File: src/rtl/retire_selfcheck_monitor_pkg.sv
// Shared definitions for the retirement self-check monitor.
// Holds the program-memory size used for the default retire limit, the NOP
// encoding used as the default end-of-test sentinel, the FSM state type, the
// shadow-register bundle and the helper that forms the reported fail value.
package retire_selfcheck_monitor_pkg;

  localparam int unsigned PROGRAM_MEMORY_SIZE_WORDS = 1024;

  // addi x0, x0, 0
  localparam logic [31:0] NOP_INSTR = 32'h0000_0013;

  typedef enum logic [1:0] {
    StRun,
    StPass,
    StFail,
    StTimeout
  } mon_state_e;

  typedef struct packed {
    logic [31:0] check;
    logic [31:0] testid;
    logic [31:0] cmp_a;
    logic [31:0] cmp_b;
  } shadow_t;

  // A non-zero check register takes precedence; otherwise the failure came
  // from the compare pair and the XOR shows which bits disagree.
  function automatic logic [31:0] fail_syndrome(input shadow_t s);
    return (s.check != 32'd0) ? s.check : (s.cmp_a ^ s.cmp_b);
  endfunction

endpackage

File: src/rtl/retire_watchdog.sv
// Retire watchdog: counts cycles since the last retire while enabled.
// Ports:
//   clk      clock
//   reset    synchronous, active-high
//   enable   count only while the monitor is running; frozen otherwise
//   clear    retire seen this cycle, restarts the count
//   expired  the count reaches MAX_CPI at the coming edge with no retire
module retire_watchdog
  import retire_selfcheck_monitor_pkg::*;
#(
  parameter int unsigned MAX_CPI = 16
) (
  input  logic clk,
  input  logic reset,
  input  logic enable,
  input  logic clear,
  output logic expired
);

  localparam int unsigned CntW = $clog2(MAX_CPI + 1);

  logic [CntW-1:0] cnt_q, cnt_d;

  always_comb begin
    cnt_d = cnt_q;
    if (enable) begin
      if (clear) begin
        cnt_d = '0;
      end else if (cnt_q != CntW'(MAX_CPI)) begin
        cnt_d = cnt_q + CntW'(1);
      end
    end
  end

  // A retire in the cycle the limit would be reached wins over the timeout.
  assign expired = enable && !clear && (cnt_q == CntW'(MAX_CPI - 1));

  always_ff @(posedge clk) begin
    if (reset) begin
      cnt_q <= '0;
    end else begin
      cnt_q <= cnt_d;
    end
  end

endmodule

File: src/rtl/retire_selfcheck_monitor.sv
// Retirement self-check monitor for the multi-cycle RISC-V core.
// Shadows the check, test-id and compare registers from the writeback port and
// checks them one cycle after each retire. The run ends in PASS (sentinel or
// retire limit), FAIL (check non-zero or compare mismatch) or TIMEOUT (no
// retire for MAX_CPI cycles); final states hold until reset.
// Ports:
//   clk, reset                    clock, synchronous active-high reset
//   retire_valid/pc/instr         retirement pulse with PC and instruction word
//   wb_en/wb_addr/wb_data         register-file writeback
//   done/pass/fail/timeout        sticky status (done = any final state)
//   fail_test_id/fail_pc          test id and PC captured at FAIL or TIMEOUT
//   fail_value                    check value, or A XOR B for a compare failure
//   retired_count                 retires checked while running, saturating
module retire_selfcheck_monitor
  import retire_selfcheck_monitor_pkg::*;
#(
  parameter int unsigned CHECK_REG  = 31,
  parameter int unsigned TESTID_REG = 1,
  parameter int unsigned CMP_A_REG  = 2,
  parameter int unsigned CMP_B_REG  = 29,
  parameter bit          CMP_EN     = 1'b1,
  parameter logic [31:0] SENTINEL   = NOP_INSTR,
  parameter int unsigned MAX_INSTR  = PROGRAM_MEMORY_SIZE_WORDS - 1,
  parameter int unsigned MAX_CPI    = 16,
  parameter int unsigned CNT_W      = 16
) (
  input  logic             clk,
  input  logic             reset,
  input  logic             retire_valid,
  input  logic [31:0]      retire_pc,
  input  logic [31:0]      retire_instr,
  input  logic             wb_en,
  input  logic [4:0]       wb_addr,
  input  logic [31:0]      wb_data,
  output logic             done,
  output logic             pass,
  output logic             fail,
  output logic             timeout,
  output logic [31:0]      fail_test_id,
  output logic [31:0]      fail_pc,
  output logic [31:0]      fail_value,
  output logic [CNT_W-1:0] retired_count
);

  mon_state_e       state_q, state_d;
  logic             chk_valid_q, chk_valid_d;
  logic [31:0]      chk_pc_q, chk_pc_d;
  logic [31:0]      chk_instr_q, chk_instr_d;
  shadow_t          shadow_q, shadow_d;
  logic [CNT_W-1:0] count_q, count_d;
  logic [31:0]      fail_test_id_q, fail_test_id_d;
  logic [31:0]      fail_pc_q, fail_pc_d;
  logic [31:0]      fail_value_q, fail_value_d;

  logic             running;
  logic             wb_hit;
  logic             check_err;
  logic             wd_expired;
  logic [CNT_W:0]   count_plus1;

  assign running     = (state_q == StRun);
  assign wb_hit      = running && wb_en && (wb_addr != 5'd0);
  assign check_err   = (shadow_q.check != 32'd0) ||
                       (CMP_EN && (shadow_q.cmp_a != shadow_q.cmp_b));
  // One bit wider so the limit compare is exact even at the saturation point.
  assign count_plus1 = {1'b0, count_q} + (CNT_W + 1)'(1);

  retire_watchdog #(
    .MAX_CPI (MAX_CPI)
  ) u_watchdog (
    .clk     (clk),
    .reset   (reset),
    .enable  (running),
    .clear   (retire_valid),
    .expired (wd_expired)
  );

  // Stage 0 capture and shadow update. chk_pc_q only moves on a retire, so it
  // doubles as the last retired PC reported on timeout.
  always_comb begin
    chk_valid_d = running && retire_valid;
    chk_pc_d    = chk_pc_q;
    chk_instr_d = chk_instr_q;
    if (chk_valid_d) begin
      chk_pc_d    = retire_pc;
      chk_instr_d = retire_instr;
    end

    shadow_d = shadow_q;
    if (wb_hit && (wb_addr == 5'(CHECK_REG)))  shadow_d.check  = wb_data;
    if (wb_hit && (wb_addr == 5'(TESTID_REG))) shadow_d.testid = wb_data;
    if (wb_hit && (wb_addr == 5'(CMP_A_REG)))  shadow_d.cmp_a  = wb_data;
    if (wb_hit && (wb_addr == 5'(CMP_B_REG)))  shadow_d.cmp_b  = wb_data;
  end

  // Stage 1: shadows already hold the retire-cycle writeback; writebacks in
  // this cycle land at the next edge and belong to the next instruction.
  always_comb begin
    state_d        = state_q;
    count_d        = count_q;
    fail_test_id_d = fail_test_id_q;
    fail_pc_d      = fail_pc_q;
    fail_value_d   = fail_value_q;

    unique case (state_q)
      StRun: begin
        if (chk_valid_q) begin
          if (!(&count_q)) begin
            count_d = count_plus1[CNT_W-1:0];
          end
          if (check_err) begin
            state_d        = StFail;
            fail_test_id_d = shadow_q.testid;
            fail_pc_d      = chk_pc_q;
            fail_value_d   = fail_syndrome(shadow_q);
          end else if (chk_instr_q == SENTINEL) begin
            state_d = StPass;
          end else if (count_plus1 == (CNT_W + 1)'(MAX_INSTR)) begin
            state_d = StPass;
          end
        end else if (wd_expired) begin
          state_d        = StTimeout;
          fail_test_id_d = shadow_q.testid;
          fail_pc_d      = chk_pc_q;
        end
      end
      StPass, StFail, StTimeout: begin
      end
    endcase
  end

  always_ff @(posedge clk) begin
    if (reset) begin
      state_q        <= StRun;
      chk_valid_q    <= 1'b0;
      chk_pc_q       <= '0;
      chk_instr_q    <= '0;
      shadow_q       <= '0;
      count_q        <= '0;
      fail_test_id_q <= '0;
      fail_pc_q      <= '0;
      fail_value_q   <= '0;
    end else begin
      state_q        <= state_d;
      chk_valid_q    <= chk_valid_d;
      chk_pc_q       <= chk_pc_d;
      chk_instr_q    <= chk_instr_d;
      shadow_q       <= shadow_d;
      count_q        <= count_d;
      fail_test_id_q <= fail_test_id_d;
      fail_pc_q      <= fail_pc_d;
      fail_value_q   <= fail_value_d;
    end
  end

  assign pass          = (state_q == StPass);
  assign fail          = (state_q == StFail);
  assign timeout       = (state_q == StTimeout);
  assign done          = (state_q != StRun);
  assign fail_test_id  = fail_test_id_q;
  assign fail_pc       = fail_pc_q;
  assign fail_value    = fail_value_q;
  assign retired_count = count_q;

endmodule

File: config.mk
export PLATFORM = sky130hd
export DESIGN_NAME = retire_selfcheck_monitor
export DESIGN_NICKNAME = d
export VERILOG_FILES = /design/src/rtl/retire_selfcheck_monitor_pkg.sv /design/src/rtl/retire_watchdog.sv /design/src/rtl/retire_selfcheck_monitor.sv
export SDC_FILE = /design/constraint.sdc
export NUM_CORES = 1
export LEC_CHECK = 0
export ABC_AREA = 0
export BUFFER_PORTS_ARGS = -buffer_cell sky130_fd_sc_hd__buf_4
export CORE_ASPECT_RATIO = 1.75
export CORE_MARGIN = 5
export CORE_UTILIZATION = 49
export CTS_BUF_LIST = sky130_fd_sc_hd__clkbuf_8 sky130_fd_sc_hd__clkbuf_16
export CTS_CLUSTER_SIZE = 12
export DETAILED_ROUTE_END_ITERATION = 8
export GPL_TIMING_DRIVEN = 0
export PLACE_DENSITY = 0.71
export RECOVER_POWER = 50
export SETUP_SLACK_MARGIN = 0.15
export SLEW_MARGIN = 40
export SYNTH_ARGS = -nofsm -noshare
export SYNTH_HDL_FRONTEND = slang
export SYNTH_SLANG_ARGS = --single-unit
File: constraint.sdc
create_clock -name clk -period 3.67 [get_ports clk]
set_clock_uncertainty 0.05 [all_clocks]
set_input_delay 0.1835 -clock clk [delete_from_list [all_inputs] [get_ports clk]]
set_output_delay 0.1835 -clock clk [all_outputs]
set_load 0.01 [all_outputs]
==> metrics.yaml <==
cts_setup_buffers: 0
routed_wirelength_um: 38800
synth_compound_area_share_pct: 12.3
yosys_register_bits: 312
start_util_pct: 49.6
grt_overflow_total: 0
hold_viol_final: 0
routabilityCongestion: 0.903
die_h_um: 224
clkSinkCount: 312
layoutNonFillerInstCount: 2195
fin_util_pct: 62.7
cts_hold_buf: 98
ys_seq_area_share_pct: 48.7
clk_latency_ns: 0.56
drtIter0Drc: 678
fin_ws_ns: 0.849
seqPwrFrac_pct: 50.0
dp_hpwl_um: 28600
ios: 221
start_kind: "flop"
avgSynthCellArea_um2: 8.44
maxCapViolCount: 0
postRouteAntennaNets: 0
power.leakage_nw: 5.82
status: "completed"
numCtsBuffers: 30
p_sw_share_pct: 25.0
p_per_area_nw_per_um2: 441
synth_nets: 1629
grt_pass1_wl_um: 60700
hp-class: "in2reg"
clock_path_buffers: 3
worstPathArrival_ns: 3.25
drt_pass1_iterations: 5
layout-drive-gt1-share_pct: 10.1
vias: 11600
ys.flop_type: "dfxtp_1"
core_area_um2: 25900
power_frac_clock_pct: 37.9
synthToLayoutAreaGrowth_pct: 26.5
synth_edf_count: 0
crit_fanout: 10
final_cell_mix: "423 x nand2_1, 312 x dfxtp_1, 202 x clkbuf_1"
synthCells: 1519
endpoint_kind: "flop"
min_period_ns: 2.82
portBuffers: 219
synth-simple-area-share_pct: 24.9
syn_area_um2: 12800
power_switching_mw: 1.79
setup_viol: 0
power_frac_comb_pct: 12.1
synthXorXnorAreaFrac_pct: 3.62
n_antenna_cell: 0
layout.nets: 1978
drc: 0
root_buffer: "clkbuf_16"
slew_viol_final: 0
cts_resized: 0
crit_type: "reg2reg"
setup_tns_ns: 0
synthAdderAreaFrac_pct: 0.488
dpl.cell_count: 2058
die_w_um: 132
p_int_mw: 5.36
final.period_utilization_pct: 76.9
worstMarginPinSlew_ns: 0.965
synthMuxAreaShare_pct: 5.00
grt_pass1_vias: 11600
rsz0062_at_grt: "no"
ir_drop_mv: 0.361
antenna_found_initial: 0
avgRoutedWirePerCell_um: 17.7
grt_usage_pct: 25.2
clkTransAtPathRegs_ns: 0.06
grt_max_degree: 15
synth_cell_types: 50
synth-async-reset-ratio_pct: 0
yosys_warnings: 0
via_per_inst: 5.27
h-tree-depth: 1
place_ws_ns: 1.25
synth_top_family_by_area: "simple AND/OR/NAND/NOR gates"
die-area_um2: 29600
max_clock_freq_mhz: 355
final_common_cell: "nand2_1"
slew_headroom_pct: 34.0
crit_required_ns: 4.10
total_power_mw: 7.15
row_count: 78
cts_tree: "built"
==> power groups by stage <==
stage          Clock, mW  Combinational (mW)  Sequential [mW]
6_report            2.71               0.868             3.57
5_1_grt             2.88               0.941             3.58
4_1_cts             2.76               0.908             3.57
3_5_place_dp           0               0.820             3.65
3_3_place_gp           0               0.807             3.64
2_1_floorplan          0               0.454             3.65
==> area by class of cell <==
class	count	area [um^2]
multi-input cells	1064	5930
fillers	2335	9650
plain buffers	106	493
flip-flops and latches	312	6250
clock inverters	8	33.8
inverters	37	139
repair buffers	317	2190
well taps	320	400
clock buffers	31	776
==> layer usage <==
metal / global-route usage (%) / part of all wire [%] / up-vias
met4: 11.6 / 5.0 / 0
met1: 26.8 / 37 / 5412
li1: - / - / 5681
met5: 0 / 0 / -
met2: 48.4 / 53 / 370
met3: 3.62 / 5.0 / 103
==> path summary, 6_finish.rpt <==
| path | start | to | slack [ns] | depth (start not counted) |
|---|---|---|---|---|
| worst min-delay path | reset | fail_test_id[11] | 0.05 | 3 |
| worst max-delay path | shadow_q[37] | fail_pc[24] | 0.85 | 8 |
| worst max register to register | shadow_q[37] | fail_pc[24] | 0.85 | 8 |
| worst min register to register | chk_instr_q[4] | chk_instr_q[4] | 0.40 | 2 |
==> per-stage QoR <==
stage	instance area, um^2	hold slack, ns
finish	16200	0.0490
detailed placement	14900	0.391
global route	16200	0.0783
CTS	16700	0.0377
floorplan	12800	0.269
global placement	14900	0.388
==> synth_stat cells, types with 14 or more instances <==
| cell type | number | area, um^2 |
|---|---|---|
| a21oi_1 | 197 | 986 |
| a311oi_2 | 32 | 480 |
| clkbuf_1 | 83 | 312 |
| dfxtp_1 | 312 | 6250 |
| inv_1 | 37 | 139 |
| mux2i_1 | 64 | 641 |
| nand2_1 | 423 | 1590 |
| nand2b_1 | 128 | 801 |
| nand3_1 | 14 | 70.1 |
| nor2_1 | 56 | 210 |
| nor4_1 | 24 | 150 |
| xor2_1 | 45 | 394 |
==> worst max-delay path, stage by stage, from the launching register on <==
cell	delay, ns
dfxtp_1	0.34
xor2_1	0.44
nor4_1	0.16
nand4_1	0.21
nor3_1	0.09
a21oi_1	0.26
clkbuf_1	0.68
buf_6	0.28
mux2i_1	0.22
==> registers in the layout, indices dropped and copies added, names as in the netlist <==
name,flops
chk_instr_q,32
chk_pc_q,32
chk_valid_q,1
fail_pc,32
fail_test_id,32
fail_value,32
retired_count,16
shadow_q,128
state_q,2
u_watchdog.cnt_q,5
==> cell families after synthesis <==
family          after synthesis
xor+xnor                     53
simple gates                699
fa+ha+maj                     5
buf+inv                     143
compound gates              243
mux                          64
flops                       312
No activity file was read; power rests on OpenSTA's default activity.
